## src/rtl/divider_if.sv

```systemverilog
// Request/result bundle for the iterative divider.
// master drives requests and out_rdy; slave is the divider.
interface divider_if #(
    parameter int DVD_W = 16,
    parameter int DVS_W = 8
);
    logic             div_vld;
    logic             div_rdy;
    logic [DVD_W-1:0] in0_data;
    logic [DVS_W-1:0] in1_data;
    logic             div_busy;
    logic             out_vld;
    logic             out_rdy;
    logic [DVD_W-1:0] out_quot;
    logic [DVS_W-1:0] out_rem;
    logic             out_dbz;

    modport master (
        output div_vld, in0_data, in1_data, out_rdy,
        input  div_rdy, div_busy, out_vld, out_quot, out_rem, out_dbz
    );

    modport slave (
        input  div_vld, in0_data, in1_data, out_rdy,
        output div_rdy, div_busy, out_vld, out_quot, out_rem, out_dbz
    );
endinterface

```

## src/rtl/divider.sv

```systemverilog
// Restoring shift-subtract divider with request FIFO, one quotient bit per cycle.
// Define DIV_SIGNED_EN for two's-complement operands truncating toward zero.
module divider #(
    parameter int DVD_W      = 16,
    parameter int DVS_W      = 8,
    parameter int FIFO_DEPTH = 16
) (
    input logic      clk,
    input logic      rst,
    divider_if.slave bus
);
    localparam int AW = $clog2(FIFO_DEPTH);
    localparam int CW = $clog2(DVD_W);

    typedef enum logic [2:0] {IDLE, LOAD, CALC, FIXUP, DONE} state_t;

    logic [DVD_W+DVS_W-1:0] mem_q [FIFO_DEPTH];
    logic [AW-1:0]          wptr_q, rptr_q;
    logic [AW:0]            fcnt_q, fcnt_d;
    logic                   rdy_q, pushed_q;
    logic                   push, pop, avail;

    state_t           state_q, state_d;
    logic [DVD_W-1:0] dvd_q, dvd_d, q_q, q_d, quot_q, quot_d;
    logic [DVS_W-1:0] dvs_q, dvs_d, m_q, m_d, r_q, r_d, rem_q, rem_d;
    logic [DVS_W:0]   sh;
    logic [CW-1:0]    cnt_q, cnt_d;
    logic             dbz_q, dbz_d, odbz_q, odbz_d;
    logic             qneg_q, qneg_d, rneg_q, rneg_d;

    assign push   = bus.div_vld & rdy_q;
    // An entry written at the last edge is not yet visible to the FSM.
    assign avail  = fcnt_q > {{AW{1'b0}}, pushed_q};
    assign fcnt_d = fcnt_q + {{AW{1'b0}}, push} - {{AW{1'b0}}, pop};

    always_ff @(posedge clk) begin
        if (push) mem_q[wptr_q] <= {bus.in0_data, bus.in1_data};
    end

    always_ff @(posedge clk or posedge rst) begin
        if (rst) begin
            wptr_q   <= '0;
            rptr_q   <= '0;
            fcnt_q   <= '0;
            rdy_q    <= 1'b1;
            pushed_q <= 1'b0;
        end else begin
            if (push) wptr_q <= wptr_q + 1'b1;
            if (pop)  rptr_q <= rptr_q + 1'b1;
            fcnt_q   <= fcnt_d;
            rdy_q    <= fcnt_d != (AW+1)'(FIFO_DEPTH);
            pushed_q <= push;
        end
    end

    always_ff @(posedge clk or posedge rst) begin
        if (rst) begin
            state_q <= IDLE;
            dvd_q   <= '0;
            dvs_q   <= '0;
            q_q     <= '0;
            m_q     <= '0;
            r_q     <= '0;
            cnt_q   <= '0;
            dbz_q   <= 1'b0;
            qneg_q  <= 1'b0;
            rneg_q  <= 1'b0;
            quot_q  <= '0;
            rem_q   <= '0;
            odbz_q  <= 1'b0;
        end else begin
            state_q <= state_d;
            dvd_q   <= dvd_d;
            dvs_q   <= dvs_d;
            q_q     <= q_d;
            m_q     <= m_d;
            r_q     <= r_d;
            cnt_q   <= cnt_d;
            dbz_q   <= dbz_d;
            qneg_q  <= qneg_d;
            rneg_q  <= rneg_d;
            quot_q  <= quot_d;
            rem_q   <= rem_d;
            odbz_q  <= odbz_d;
        end
    end

    always_comb begin
        state_d = state_q;
        pop     = 1'b0;
        dvd_d   = dvd_q;
        dvs_d   = dvs_q;
        q_d     = q_q;
        m_d     = m_q;
        r_d     = r_q;
        cnt_d   = cnt_q;
        dbz_d   = dbz_q;
        qneg_d  = qneg_q;
        rneg_d  = rneg_q;
        quot_d  = quot_q;
        rem_d   = rem_q;
        odbz_d  = odbz_q;
        sh      = {r_q, q_q[DVD_W-1]};
        unique case (state_q)
            IDLE: begin
                if (avail) begin
                    pop            = 1'b1;
                    {dvd_d, dvs_d} = mem_q[rptr_q];
                    state_d        = LOAD;
                end
            end
            LOAD: begin
`ifdef DIV_SIGNED_EN
                qneg_d = dvd_q[DVD_W-1] ^ dvs_q[DVS_W-1];
                rneg_d = dvd_q[DVD_W-1];
                q_d    = dvd_q[DVD_W-1] ? -dvd_q : dvd_q;
                m_d    = dvs_q[DVS_W-1] ? -dvs_q : dvs_q;
`else
                qneg_d = 1'b0;
                rneg_d = 1'b0;
                q_d    = dvd_q;
                m_d    = dvs_q;
`endif
                r_d     = '0;
                cnt_d   = CW'(DVD_W - 1);
                dbz_d   = dvs_q == '0;
                state_d = (dvs_q == '0) ? FIXUP : CALC;
            end
            CALC: begin
                q_d = {q_q[DVD_W-2:0], 1'b0};
                if (sh >= {1'b0, m_q}) begin
                    r_d    = DVS_W'(sh - {1'b0, m_q});
                    q_d[0] = 1'b1;
                end else begin
                    r_d = sh[DVS_W-1:0];
                end
                if (cnt_q == '0) state_d = FIXUP;
                else             cnt_d   = cnt_q - 1'b1;
            end
            FIXUP: begin
                if (dbz_q) begin
                    quot_d = '1;
                    rem_d  = dvd_q[DVS_W-1:0];
                end else begin
                    quot_d = qneg_q ? -q_q : q_q;
                    rem_d  = rneg_q ? -r_q : r_q;
                end
                odbz_d  = dbz_q;
                state_d = DONE;
            end
            DONE: begin
                if (bus.out_rdy) state_d = IDLE;
            end
            default: state_d = IDLE;
        endcase
    end

    assign bus.div_rdy  = rdy_q;
    assign bus.div_busy = bus.div_vld | (fcnt_q != '0) | (state_q != IDLE);
    assign bus.out_vld  = state_q == DONE;
    assign bus.out_quot = quot_q;
    assign bus.out_rem  = rem_q;
    assign bus.out_dbz  = odbz_q;
endmodule

```

## src/flat_wrapper.sv

```systemverilog
// flat-port wrapper written by rule: the top's interface ports become plain ports
module divider_flat 
#(
    parameter int DVD_W      = 16,
    parameter int DVS_W      = 8,
    parameter int FIFO_DEPTH = 16
)
  (clk, rst, bus_div_vld, bus_in0_data, bus_in1_data, bus_out_rdy, bus_div_rdy, bus_div_busy, bus_out_vld, bus_out_quot, bus_out_rem, bus_out_dbz);
  divider_if #(.DVD_W(DVD_W), .DVS_W(DVS_W)) bus_i ();
  input logic clk;
  input logic rst;
  input wire logic [$bits(bus_i.div_vld)-1:0] bus_div_vld;
  input wire logic [$bits(bus_i.in0_data)-1:0] bus_in0_data;
  input wire logic [$bits(bus_i.in1_data)-1:0] bus_in1_data;
  input wire logic [$bits(bus_i.out_rdy)-1:0] bus_out_rdy;
  output wire logic [$bits(bus_i.div_rdy)-1:0] bus_div_rdy;
  output wire logic [$bits(bus_i.div_busy)-1:0] bus_div_busy;
  output wire logic [$bits(bus_i.out_vld)-1:0] bus_out_vld;
  output wire logic [$bits(bus_i.out_quot)-1:0] bus_out_quot;
  output wire logic [$bits(bus_i.out_rem)-1:0] bus_out_rem;
  output wire logic [$bits(bus_i.out_dbz)-1:0] bus_out_dbz;
  assign bus_i.div_vld = bus_div_vld;
  assign bus_i.in0_data = bus_in0_data;
  assign bus_i.in1_data = bus_in1_data;
  assign bus_i.out_rdy = bus_out_rdy;
  assign bus_div_rdy = bus_i.div_rdy;
  assign bus_div_busy = bus_i.div_busy;
  assign bus_out_vld = bus_i.out_vld;
  assign bus_out_quot = bus_i.out_quot;
  assign bus_out_rem = bus_i.out_rem;
  assign bus_out_dbz = bus_i.out_dbz;
  divider #(.DVD_W(DVD_W), .DVS_W(DVS_W), .FIFO_DEPTH(FIFO_DEPTH)) u_core (.clk(clk), .rst(rst), .bus(bus_i));
endmodule
```

## config.mk

```make
export PLATFORM = sky130hd
export DESIGN_NAME = divider_flat
export DESIGN_NICKNAME = d
export VERILOG_FILES = /design/src/rtl/divider_if.sv /design/src/rtl/divider.sv /design/src/flat_wrapper.sv
export SDC_FILE = /design/constraint.sdc
export NUM_CORES = 1
export LEC_CHECK = 0
export ABC_AREA = 1
export CORE_ASPECT_RATIO = 1.4
export CORE_MARGIN = 2
export CORE_UTILIZATION = 66
export DETAILED_ROUTE_END_ITERATION = 8
export GPL_TIMING_DRIVEN = 0
export PLACE_DENSITY = 0.81
export SYNTH_ARGS = -nofsm -noshare
export SYNTH_HDL_FRONTEND = slang
export SYNTH_SLANG_ARGS = --single-unit
```

## constraint.sdc

```tcl
create_clock -name clk -period 5.56 [get_ports clk]
set_input_delay 1.112 -clock clk [delete_from_list [all_inputs] [get_ports clk]]
set_output_delay 1.112 -clock clk [all_outputs]
set_load 0.005 [all_outputs]
```

After elaboration in Yosys (flattened, before gate mapping)
Memories as Yosys holds them, arrays and structs flattened. A register that Yosys moved wholly into a read port is not among the register bits.
Index checks and enable logic that the tools add are counted.

operators by class
  divide/modulo/power cells = 0
  bitwise logic cells = 3
  reduce and logical (&&, ||, !) cells = 9
  shift operators = 0
  muxes and demuxes = 17
  equal/unequal tests = 9
  add/sub/neg operators = 6
  order comparisons = 2
  $mul = 0

operators with widths
  operator                                                            count
  16-bit case mux with 2 select lines                                 1
  16-bit 2-to-1 mux                                                   1
  8-bit 2-to-1 mux                                                    2
  8-bit case mux with 2 select lines                                  1
  3-bit case mux with 5 select lines                                  1
  9-bit by 8-bit greater-or-equal comparator with 1-bit output        1
  3-bit 2-to-1 mux                                                    3
  4-bit by 1-bit adder with 4-bit output, second input constant       2
  8-bit zero test                                                     1
  4-bit case mux with 2 select lines                                  1
  8-bit subtractor                                                    1
  3-bit by 2-bit == test with 1-bit output, second input constant     2
  1-bit 2-to-1 mux                                                    6
  5-bit by 1-bit adder with 5-bit output                              1
  5-bit by 1-bit greater-than comparator with 1-bit output            1
  5-bit != test, second input constant                                1
  5-bit nonzero test                                                  1
  5-bit by 1-bit subtractor with 5-bit output                         1
  4-bit zero test                                                     1
  4-bit 2-to-1 mux                                                    1
  2-bit by 1-bit != test with 1-bit output, second input constant     2
  2-bit != test, second input constant                                2
  2-bit AND reduction                                                 2
  4-bit by 1-bit subtractor with 4-bit output, second input constant  1
  other kinds (8)                                                     9

word-level totals
  RAM bits = 384
  input bits = 28
  memory bits (read-only) = 0
  bits in registers = 80
  word-level logic and storage cells = 61
  bits in latches = 0
  output and inout port bits = 28
  memories kept = 1

memories
  name          words  width  read ports  clocked after memory_dff  write ports  RTL line       RTL
  u_core.mem_q  16     24     1           1                         1            divider.sv:17  logic [DVD_W+DVS_W-1:0] mem_q [FIFO_DEPTH];

Logic depth before layout (Yosys ltp)
  word-level depth = 5
  depth in mapped cells = 17
  gate-level depth less buffers = 16

Worst setup path after synthesis
OpenSTA, ideal clock, no wires.

  path type = in2reg
  start = input bus_div_vld
  end = memory u_core.mem_q[11][0] (netlist bit), enable pin
  cell stages on the path = 4
  arrival time = 2475 ps
  setup time = 405 ps
  setup slack = 2680 ps
  data required time = 5155 ps
  buffers on the path = 0
  path through = nand2_1 > clkinv_1 > nand2_1 > nor2_1

between the ends
  longest elaborated chain between the ends = 3

ends and longest elaborated chain
  item                                    RTL line            RTL
  from (decl)                             flat_wrapper.sv:12  input wire logic [$bits(bus_i.div_vld)-1:0] bus_div_vld;
  1-bit AND                               divider.sv:31       assign push = bus.div_vld & rdy_q;
  named net u_core.push                   divider.sv:21       logic push, pop, avail;
  1-bit 2-to-1 mux                        divider.sv:37       if (push) mem_q[wptr_q] <= {bus.in0_data, bus.in1_data};
  1-bit 2-to-1 mux (implied by the code)  divider.sv:37
  to (decl)                               divider.sv:17

The timed path passes the listed nets, and every way through them passes these cells.

Final worst setup path
  start = register u_core.fcnt_q[3]
  end = register u_core.rdy_q (netlist: u_core.bus.div_rdy)

between the ends
  longest elaborated chain between the ends = 5
  elaborated cells between the ends (all ways) = 6
  those cells by class = 2 x add/sub; 1 x order compare; 1 x eq/ne; 2 x mux

ends and longest elaborated chain
  item                                                      RTL line        RTL
  from (decl)                                               divider.sv:19   logic [AW:0] fcnt_q, fcnt_d;
  from (signal assigned)                                    divider.sv:50   fcnt_q <= fcnt_d;
  5-bit by 1-bit greater-than comparator with 1-bit output  divider.sv:33   assign avail = fcnt_q > {{AW{1'b0}}, pushed_q};
  1-bit 2-to-1 mux                                          divider.sv:106  if (avail) begin
  1-bit 2-to-1 mux                                          divider.sv:104  unique case (state_q)
  named net u_core.pop                                      divider.sv:21
  5-bit by 1-bit subtractor with 5-bit output               divider.sv:34   assign fcnt_d = fcnt_q + {{AW{1'b0}}, push} - {{AW{1'b0}}, pop};
  named net u_core.fcnt_d[4]                                divider.sv:19
  5-bit != test                                             divider.sv:51   rdy_q <= fcnt_d != (AW+1)'(FIFO_DEPTH);
  to (signal assigned)                                      divider.sv:51
  to (decl)                                                 divider.sv:20   logic rdy_q, pushed_q;

The timed path passes the listed nets, and every way through them passes these cells.
A chain may end at the register's enable or synchronous reset.

==> run summary <==
drt total wl -> 50900 microns
drt drc -> 0
asr flop ratio synth -> 21.3%
largest net degree at the start of global routing -> 72
Final ANT Viol Nets -> 0
row count -> 75
Worst setup SP type -> register
Pleak -> 8.93 nW
RSZ-0062 raised after global routing -> false
CTS Root Cell -> clkbuf_16
layout cells sized above 1 -> 8.32%
Hold Path Class -> register to register
cts hold-fix bufs -> 0
number of synthesized flops with an enable pin -> 384
total number of vias -> 14100
status -> completed
dpl hpwl -> 33200 microns
Rel. slew slack -> 32.8%
n_diodes -> 0
Critical Path RT -> 6.03 ns
Crit Path Max Fanout -> 10
Overflow after GRT -> 0
Tcrit/Tclk final -> 59.8%
post-route setup TNS -> 0 ns
Max-Cap Viols -> 0
setup bufs post-CTS -> 0
Die ar. -> 32100 sq um
Mapped Cells -> 1813
I/O pin count -> 56
Worst-path clk slew -> 0.06 ns
Clock Skews -> 0.0235 ns
FF-to-FF setup slack -> 2.24 ns
Initial Util -> 67.3%
core box area -> 30000 sq um
Yosys warnings -> 0
Final Hold Fails -> 0
CTS Buf Count -> 44
Syn-to-layout area delta -> 13.1%
clk_lat worst skew -> 0.57 ns
type of the worst setup path -> register to register
most common cell after layout, fill and taps aside -> nand2_1
first-pass GRT wire length -> 77700 microns
number of global-route vias before repair -> 14100
commonest cells after routing, fill and taps aside -> nand2_1, edfxtp_1, nand3_1
Slew Viols, Final -> 0
worst slack, placed -> 2.03 ns
Cell Area, Synth -> 20200 sq um
RR Startpoint -> u_core.fcnt_q[3]
Least-Margin Pin Slew -> 1.01 ns
setup violators final -> 0
Avg WL per Cell -> 21.8 microns
Mapped Avg Cell Area -> 11.2 sq um
Power Density -> 572 nW/um^2
Clock Path Buffers -> 3
CP Data Arrival Time -> 3.80 ns
worst setup margin -> 2.24 ns
Synth Flop Type -> edfxtp_1
Worst setup EP type -> register
r2r endpoint -> u_core.bus.div_rdy
Max rail drop VDD -> 0.322 mV
Final min period -> 3.32 ns
Initial DRT Pass Iterations -> 6
Yosys cell types -> 35
Die Wd -> 152 microns
htree depth -> 2
die height -> 211 microns
sequential fraction of the synthesis area -> 69.9%
WHS Endpoint -> u_core.dvs_q[4]
WHS Path Cells -> 2
post-CTS sizing -> 0
post-synthesis register bit count -> 488
gr usage total -> 32.2%
Final #Nets -> 1972
post-synthesis net count -> 1868
CTS tree -> built
IO Port Bufs -> 55
Hold Crit Start -> u_core.dvs_q[4]
fmax -> 0.301 GHz
initial antenna violation count -> 0
DR vias/cell -> 6.03
clk sinks -> 488
Reg2Reg Depth -> 16
GP Congestion -> 0.918
initial DRC count -> 1760
synthesized netlist by cell type (3+ instances only):
cell type  number  area [sq um]
buf_2          45           225
edfxtp_1      384         11500
o211ai_1        3          22.5
nor3_1         13          65.1
inv_1          87           327
ha_1           25           313
buf_1           3          11.3
xor2_1         10          87.6
o21ai_1        13          65.1
nand3_1       212          1060
o21ai_0        61           305
o221ai_1       14           123
nor2_1        106           398
a31oi_1         8          50.1
nand2_1       568          2130
o22ai_1        18           113
nand3b_1        7          52.6
dfrtp_1       103          2580
buf_4          14           105
clkbuf_1       28           105
a21oi_1        59           295
inv_2          10          37.5
critical path, cell delays in order, from the launching register on:
cell and delay, ns:
dfrtp_1 0.36, inv_1 0.12, ha_1 0.19, inv_1 0.04, o21ai_0 0.16, o21ai_0 0.19
nor2_4 0.28, buf_2 0.30, ha_1 0.17, inv_1 0.05, ha_1 0.21, fa_1 0.44
a21oi_1 0.16, nor2_1 0.05, nor2_1 0.13, xor2_1 0.24, nand3_1 0.14
per-layer routing:
metal / part of all wire [%] / up-vias / global-route usage [%]
met1: 35 / 6629 / 38.9
met4: 4.6 / 0 / 15.3
li1: - / 6420 / -
met2: 52 / 856 / 57.3
met3: 8.8 / 157 / 4.68
met5: 0 / - / 0
power breakdown:
| part | leakage [nW] | switching (mW) | total (mW) | internal [mW] |
|---|---|---|---|---|
| clock network | 0.704 | 1.30 | 3.07 | 1.77 |
| logic | 3.50 | 3.54 | 5.14 | 1.60 |
| registers | 4.73 | 0.287 | 4.88 | 4.59 |
| total | 8.93 | 5.12 | 13.1 | 7.96 |
area by class of cell:
| class | instances | area [sq um] |
|---|---|---|
| multi-input combinational | 1136 | 5380 |
| buffer | 90 | 447 |
| timing repair buffer | 58 | 608 |
| sequential | 488 | 14100 |
| clock inverter | 19 | 226 |
| inverter | 99 | 374 |
| clock buffer | 58 | 1220 |
| fill | 1929 | 7160 |
| tap | 385 | 482 |
state kept, by name (all words and copies together), names as in the netlist, 3 cells and up:
signal,cells
u_core.bus.out_quot,16
u_core.bus.out_rem,8
u_core.cnt_q,4
u_core.dvd_q,16
u_core.dvs_q,8
u_core.fcnt_q,5
u_core.m_q,8
u_core.mem_q,384
u_core.q_q,16
u_core.r_q,8
u_core.rptr_q,4
u_core.state_q,3
u_core.wptr_q,4
stage by stage:
step	cells	hold slack [ns]	power [mW]	utilization (%)	area, sq um
after detailed placement	2256	0.470	9.95	71.3	21400
after floorplan	1813	0.449	8.13	-	20200
final	2333	0.489	13.1	76.1	22900
after CTS	2333	0.485	13.0	76.1	22900
after global routing	2333	0.519	13.8	76.1	22900
after global placement	2253	0.470	9.71	70.8	21300
logic make-up (layout without fill, tap and decap cells):
group | after synthesis | count (layout) | share of synthesized area [%]
and+or+nand+nor | 919 | 919 | 18.9
DFF | 488 | 488 | 69.9
xor gates and xnor gates | 12 | 12 | 0.520
adders and majority gates | 27 | 27 | 1.74
AOI/OAI and AO/OA | 178 | 178 | 4.89
buffers and inverters | 189 | 324 | 4.05
worst max-delay path by stage:
stage,cells past startpoint,slack [ns],from,endpoint
final,16,2.24,u_core.fcnt_q[3],u_core.bus.div_rdy
after global routing,16,2.04,u_core.fcnt_q[3],u_core.bus.div_rdy
after CTS,16,2.19,u_core.fcnt_q[3],u_core.bus.div_rdy
after detailed placement,10,2.03,bus_div_vld,u_core.bus.div_rdy
after global placement,2,0.31,rst,u_core.bus.out_quot[7]
after floorplan,1,1.72,rst,u_core.bus.out_dbz
No activity file was read; power rests on OpenSTA's default activity.
